===== src/rtl/scalar_id_ex_stage.sv =====
// Decode-to-execute pipeline register of the scalar core.
// Detects load-use hazards, inserts one bubble per hazard, and handles flush and global hold.
module scalar_id_ex_stage #(
   parameter int DW   = 32,
   parameter int RW   = 4,
   parameter int CNTW = 16
) (
   input  logic            clk,
   input  logic            rst,
   input  logic            valid_d,
   input  logic [DW-1:0]   r2val_d,
   input  logic [DW-1:0]   r3val_d,
   input  logic [RW-1:0]   r2_d,
   input  logic [RW-1:0]   r3_d,
   input  logic [RW-1:0]   dest_d,
   input  logic [1:0]      extndsel_d,
   input  logic            immf_d,
   input  logic            memrd_d,
   input  logic            regwr_d,
   input  logic            flush,
   input  logic            hold,
   output logic [DW-1:0]   r2val_e,
   output logic [DW-1:0]   r3val_e,
   output logic [RW-1:0]   r2_e,
   output logic [RW-1:0]   r3_e,
   output logic [1:0]      extndsel_e,
   output logic            immf_e,
   output logic [RW-1:0]   dest_e,
   output logic            memrd_e,
   output logic            regwr_e,
   output logic            valid_e,
   output logic            stall_fd,
   output logic [CNTW-1:0] bubble_cnt
);

   logic            ex_valid_q, ex_valid_d;
   logic            ex_regwr_q, ex_regwr_d;
   logic            ex_memrd_q, ex_memrd_d;
   logic [RW-1:0]   ex_dest_q, ex_dest_d;
   logic [RW-1:0]   ex_r2_q, ex_r2_d;
   logic [RW-1:0]   ex_r3_q, ex_r3_d;
   logic [DW-1:0]   ex_r2val_q, ex_r2val_d;
   logic [DW-1:0]   ex_r3val_q, ex_r3val_d;
   logic [1:0]      ex_extndsel_q, ex_extndsel_d;
   logic            ex_immf_q, ex_immf_d;
   logic [CNTW-1:0] cnt_q, cnt_d;

   logic use2, use3, lu;

   // Immediate forms replace R2 (sign/zero-extended imm) or R3 (short imm) as a source.
   assign use2 = (r2_d != '0) & ~(immf_d & extndsel_d[1]);
   assign use3 = (r3_d != '0) & (~immf_d | (extndsel_d == 2'b00));
   assign lu   = ex_valid_q & ex_memrd_q & (ex_dest_q != '0) & valid_d &
                 ((use2 & (r2_d == ex_dest_q)) | (use3 & (r3_d == ex_dest_q)));

   assign stall_fd = hold | (lu & ~flush);

   always_comb begin
      ex_valid_d    = ex_valid_q;
      ex_regwr_d    = ex_regwr_q;
      ex_memrd_d    = ex_memrd_q;
      ex_dest_d     = ex_dest_q;
      ex_r2_d       = ex_r2_q;
      ex_r3_d       = ex_r3_q;
      ex_r2val_d    = ex_r2val_q;
      ex_r3val_d    = ex_r3val_q;
      ex_extndsel_d = ex_extndsel_q;
      ex_immf_d     = ex_immf_q;
      cnt_d         = cnt_q;
      if (flush || (!hold && lu)) begin
         // Bubble: dest 0 guarantees forwarding never matches it.
         ex_valid_d    = 1'b0;
         ex_regwr_d    = 1'b0;
         ex_memrd_d    = 1'b0;
         ex_dest_d     = '0;
         ex_r2_d       = '0;
         ex_r3_d       = '0;
         ex_r2val_d    = '0;
         ex_r3val_d    = '0;
         ex_extndsel_d = '0;
         ex_immf_d     = 1'b0;
         if (!flush && cnt_q != '1) cnt_d = cnt_q + 1'b1;
      end else if (!hold) begin
         ex_valid_d    = valid_d;
         ex_regwr_d    = valid_d & regwr_d;
         ex_memrd_d    = valid_d & memrd_d;
         ex_dest_d     = valid_d ? dest_d : '0;
         ex_r2_d       = r2_d;
         ex_r3_d       = r3_d;
         ex_r2val_d    = r2val_d;
         ex_r3val_d    = r3val_d;
         ex_extndsel_d = extndsel_d;
         ex_immf_d     = immf_d;
      end
   end

   always_ff @(posedge clk or negedge rst) begin
      if (!rst) begin
         ex_valid_q    <= 1'b0;
         ex_regwr_q    <= 1'b0;
         ex_memrd_q    <= 1'b0;
         ex_dest_q     <= '0;
         ex_r2_q       <= '0;
         ex_r3_q       <= '0;
         ex_r2val_q    <= '0;
         ex_r3val_q    <= '0;
         ex_extndsel_q <= '0;
         ex_immf_q     <= 1'b0;
         cnt_q         <= '0;
      end else begin
         ex_valid_q    <= ex_valid_d;
         ex_regwr_q    <= ex_regwr_d;
         ex_memrd_q    <= ex_memrd_d;
         ex_dest_q     <= ex_dest_d;
         ex_r2_q       <= ex_r2_d;
         ex_r3_q       <= ex_r3_d;
         ex_r2val_q    <= ex_r2val_d;
         ex_r3val_q    <= ex_r3val_d;
         ex_extndsel_q <= ex_extndsel_d;
         ex_immf_q     <= ex_immf_d;
         cnt_q         <= cnt_d;
      end
   end

   assign valid_e    = ex_valid_q;
   assign regwr_e    = ex_regwr_q;
   assign memrd_e    = ex_memrd_q;
   assign dest_e     = ex_dest_q;
   assign r2_e       = ex_r2_q;
   assign r3_e       = ex_r3_q;
   assign r2val_e    = ex_r2val_q;
   assign r3val_e    = ex_r3val_q;
   assign extndsel_e = ex_extndsel_q;
   assign immf_e     = ex_immf_q;
   assign bubble_cnt = cnt_q;

endmodule


===== config.mk =====
export PLATFORM = sky130hd
export DESIGN_NAME = scalar_id_ex_stage
export DESIGN_NICKNAME = d
export VERILOG_FILES = /design/src/rtl/scalar_id_ex_stage.sv
export SDC_FILE = /design/constraint.sdc
export NUM_CORES = 1
export LEC_CHECK = 0
export ABC_AREA = 1
export CORE_MARGIN = 2
export CORE_UTILIZATION = 47
export DETAILED_ROUTE_END_ITERATION = 7
export GPL_TIMING_DRIVEN = 0
export PLACE_DENSITY = 0.85
export SLEW_MARGIN = 20
export SYNTH_ARGS = -nofsm -noshare
export SYNTH_HDL_FRONTEND = slang
export SYNTH_SLANG_ARGS = --single-unit

===== constraint.sdc =====
create_clock -name clk -period 3.14 [get_ports clk]
set_clock_uncertainty 0.15 [all_clocks]
set_input_delay 0.314 -clock clk [delete_from_list [all_inputs] [get_ports clk]]
set_output_delay 0.314 -clock clk [all_outputs]
set_load 0.005 [all_outputs]

==> flow_summary.toml <==
[timing]
min_period_over_period_pct = 87.8
setup_viol_count_final = 0
finalHoldViolCount = 0
hold_ws_ns = 0.113
slew_headroom_pct = 66.6
tightest_slew_ns = 0.501
max_freq_ghz = 0.363
rsz0062_at_grt = "no"
slew_viol_final = 0
period_minus_slack_ns = 2.76

[clock_tree]
cts_buffer_depth = 2
htree_num_levels = 3
cts_buffers = 9
cts_root_buffer = "clkbuf_8"
cts_tree = "built"
cts.clk_slew.worst_paths_ns = 0.09
clock_latency_ns = 0.36
clkSinkCount = 98
cts_resized = 0

[grt]
grt-ovfl-total = 0
grt_pass1_vias = 4514
grt_max_degree = 63
grt_usage_pct = 25.5
grt_pass1_wl_um = 22400
antenna_found_initial = 0

[layout]
drive_above_1_share_pct = 12.6
post-route-util_pct = 71.0
antenna_cells = 0
fin_area_mm2 = 0.00694
layout.nets = 837
area_delta_synth_final_pct = 46.7

[synth]
synth_cell_type_count = 29
synth_nets = 642
ys_ff_latch = 98
synthArstFlopShare_pct = 100
synth-edff-count = 0
ys_warn_count = 0
synth_top_area_share_pct = 51.8
synth.largest_area_cell = "dfrtp_1"
syn_avg_cell_area_um2 = 8.53
synthTopCellsByCount = "241 x nand2_1, 98 x dfrtp_1, 50 x a21oi_2"
synth_flop_cell = "dfrtp_1"
syn_area_mm2 = 0.00473
yosysSeqAreaShare_pct = 51.8
synth.most_common_cell = "nand2_1"
synthCells = 555
synth_area_leaders = "dfrtp_1 52%, nand2_1 19%, a21oi_2 9.3%"

[floorplanning]
core-area_mm2 = 0.00977
ios = 185
row_count = 36
fp.dieArea_mm2 = 0.0109
start_util_pct = 48.4
fp.dieH_um = 104
die_x_um = 104

[worst_setup_path]
crit_fanout = 8
end_kind = "output port"
cp-start-kind = "primary input"
critPathKind = "in -> out"
arrival_ns = 2.29
required_ns = 2.68

[power]
peakVddDrop_v = 0.000351
p_leak_uw = 0.00308
p_total_uw = 2580
power_density_mw_per_mm2 = 372

[routing]
wl_um = 13300
drtIter0Drc = 259
num_vias = 4470
via_per_inst = 5.03
remaining_drc_errors = 0
drt-wirelength-per-cell_um = 15.0
dr.pass1.iters = 4
antenna_left = 0

[place]
dp_hpwl_um = 10000
io_buffers = 182
placed_area_mm2 = 0.00675
gp_congestion = 0.935

[run]
drv_cap = 0

[outcome]
status = "finished clean"

[worst_hold_path]
hold_class = "in -> reg"
==> path summary, 6_finish.rpt <==
check	cells after the start	startpoint	slack [ns]	end
max reg2reg	10	bubble_cnt[0]	1.06	bubble_cnt[13]
max in group asynchronous	3	rst	1.94	r2val_e[9]
min	3	valid_d	0.11	valid_e
min in group asynchronous	2	rst	0.26	bubble_cnt[13]
max	9	immf_d	0.38	stall_fd
min reg2reg	2	regwr_e	0.37	regwr_e
==> stage by stage <==
step           std cells  setup slack [ns]  TNS, ns
2_1_floorplan        555              1.30        0
3_3_place_gp         870             -2.01  -196.41
3_5_place_dp         871             0.391        0
4_1_cts              888             0.375        0
5_1_grt              888             0.233        0
6_report             888             0.383        0
==> state kept, by name, indices dropped and copies added, names as in the netlist <==
register,count
regwr_e,1
memrd_e,1
bubble_cnt,16
valid_e,1
r2_e,4
dest_e,4
extndsel_e,2
r3_e,4
immf_e,1
r2val_e,32
r3val_e,32
==> area by class of cell <==
class	instances	area, um^2
plain buffers	30	201
clock buffers	14	173
clock inverters	2	10.0
fillers	769	2830
inverters	27	101
multi-input cells	400	1980
flip-flops and latches	98	2450
well taps	133	166
repair buffers	184	1860
==> power by group <==
part	switching [uW]	internal, uW
logic	206	255
registers	32.2	1310
clock network	423	352
total	661	1920
==> cells by family after synthesis <==
| logic type | Yosys count | synth area share, % |
|---|---|---|
| AND/OR/NAND/NOR | 307 | 26.5 |
| flip-flops | 98 | 51.8 |
| AO/OA/AOI/OAI | 77 | 12.3 |
| buffers and inverters | 57 | 6.40 |
| XOR/XNOR | 15 | 2.78 |
| adder cells (fa/ha/maj) | 1 | 0.264 |
==> repair_timing <==
action	in CTS	in global routing
hold buffers	1	0
hold endpoints to repair	36	0
setup buffers	0	0
==> cell usage in the layout (no fill, tap or decap), types with 9 or more instances in the layout <==
cell,count
a21oi_1,25
a21oi_2,50
clkbuf_1,17
clkbuf_8,12
clkdlybuf4s50_1,181
dfrtp_1,98
inv_1,21
nand2_1,241
nand3_1,16
nor2_1,31
xnor2_1,9
==> worst max-delay path, cell delays in order <==
cell	delay [ns]
clkdlybuf4s50_1	0.49
nand2_1	0.16
nand2_1	0.07
nor2_1	0.12
nand3_2	0.09
nand2_2	0.11
nand2_1	0.18
o21ai_0	0.19
clkdlybuf4s50_1	0.55
==> per-layer routing <==
metal / global-route usage [%] / vias up / share of wire, %
met1: 32.0 / 2167 / 42
met2: 42.3 / 142 / 49
met3: 6.70 / 20 / 6.8
met5: 0 / - / 0
met4: 9.56 / 0 / 2.3
li1: - / 2141 / -
No activity file was read; power rests on OpenSTA's default activity.
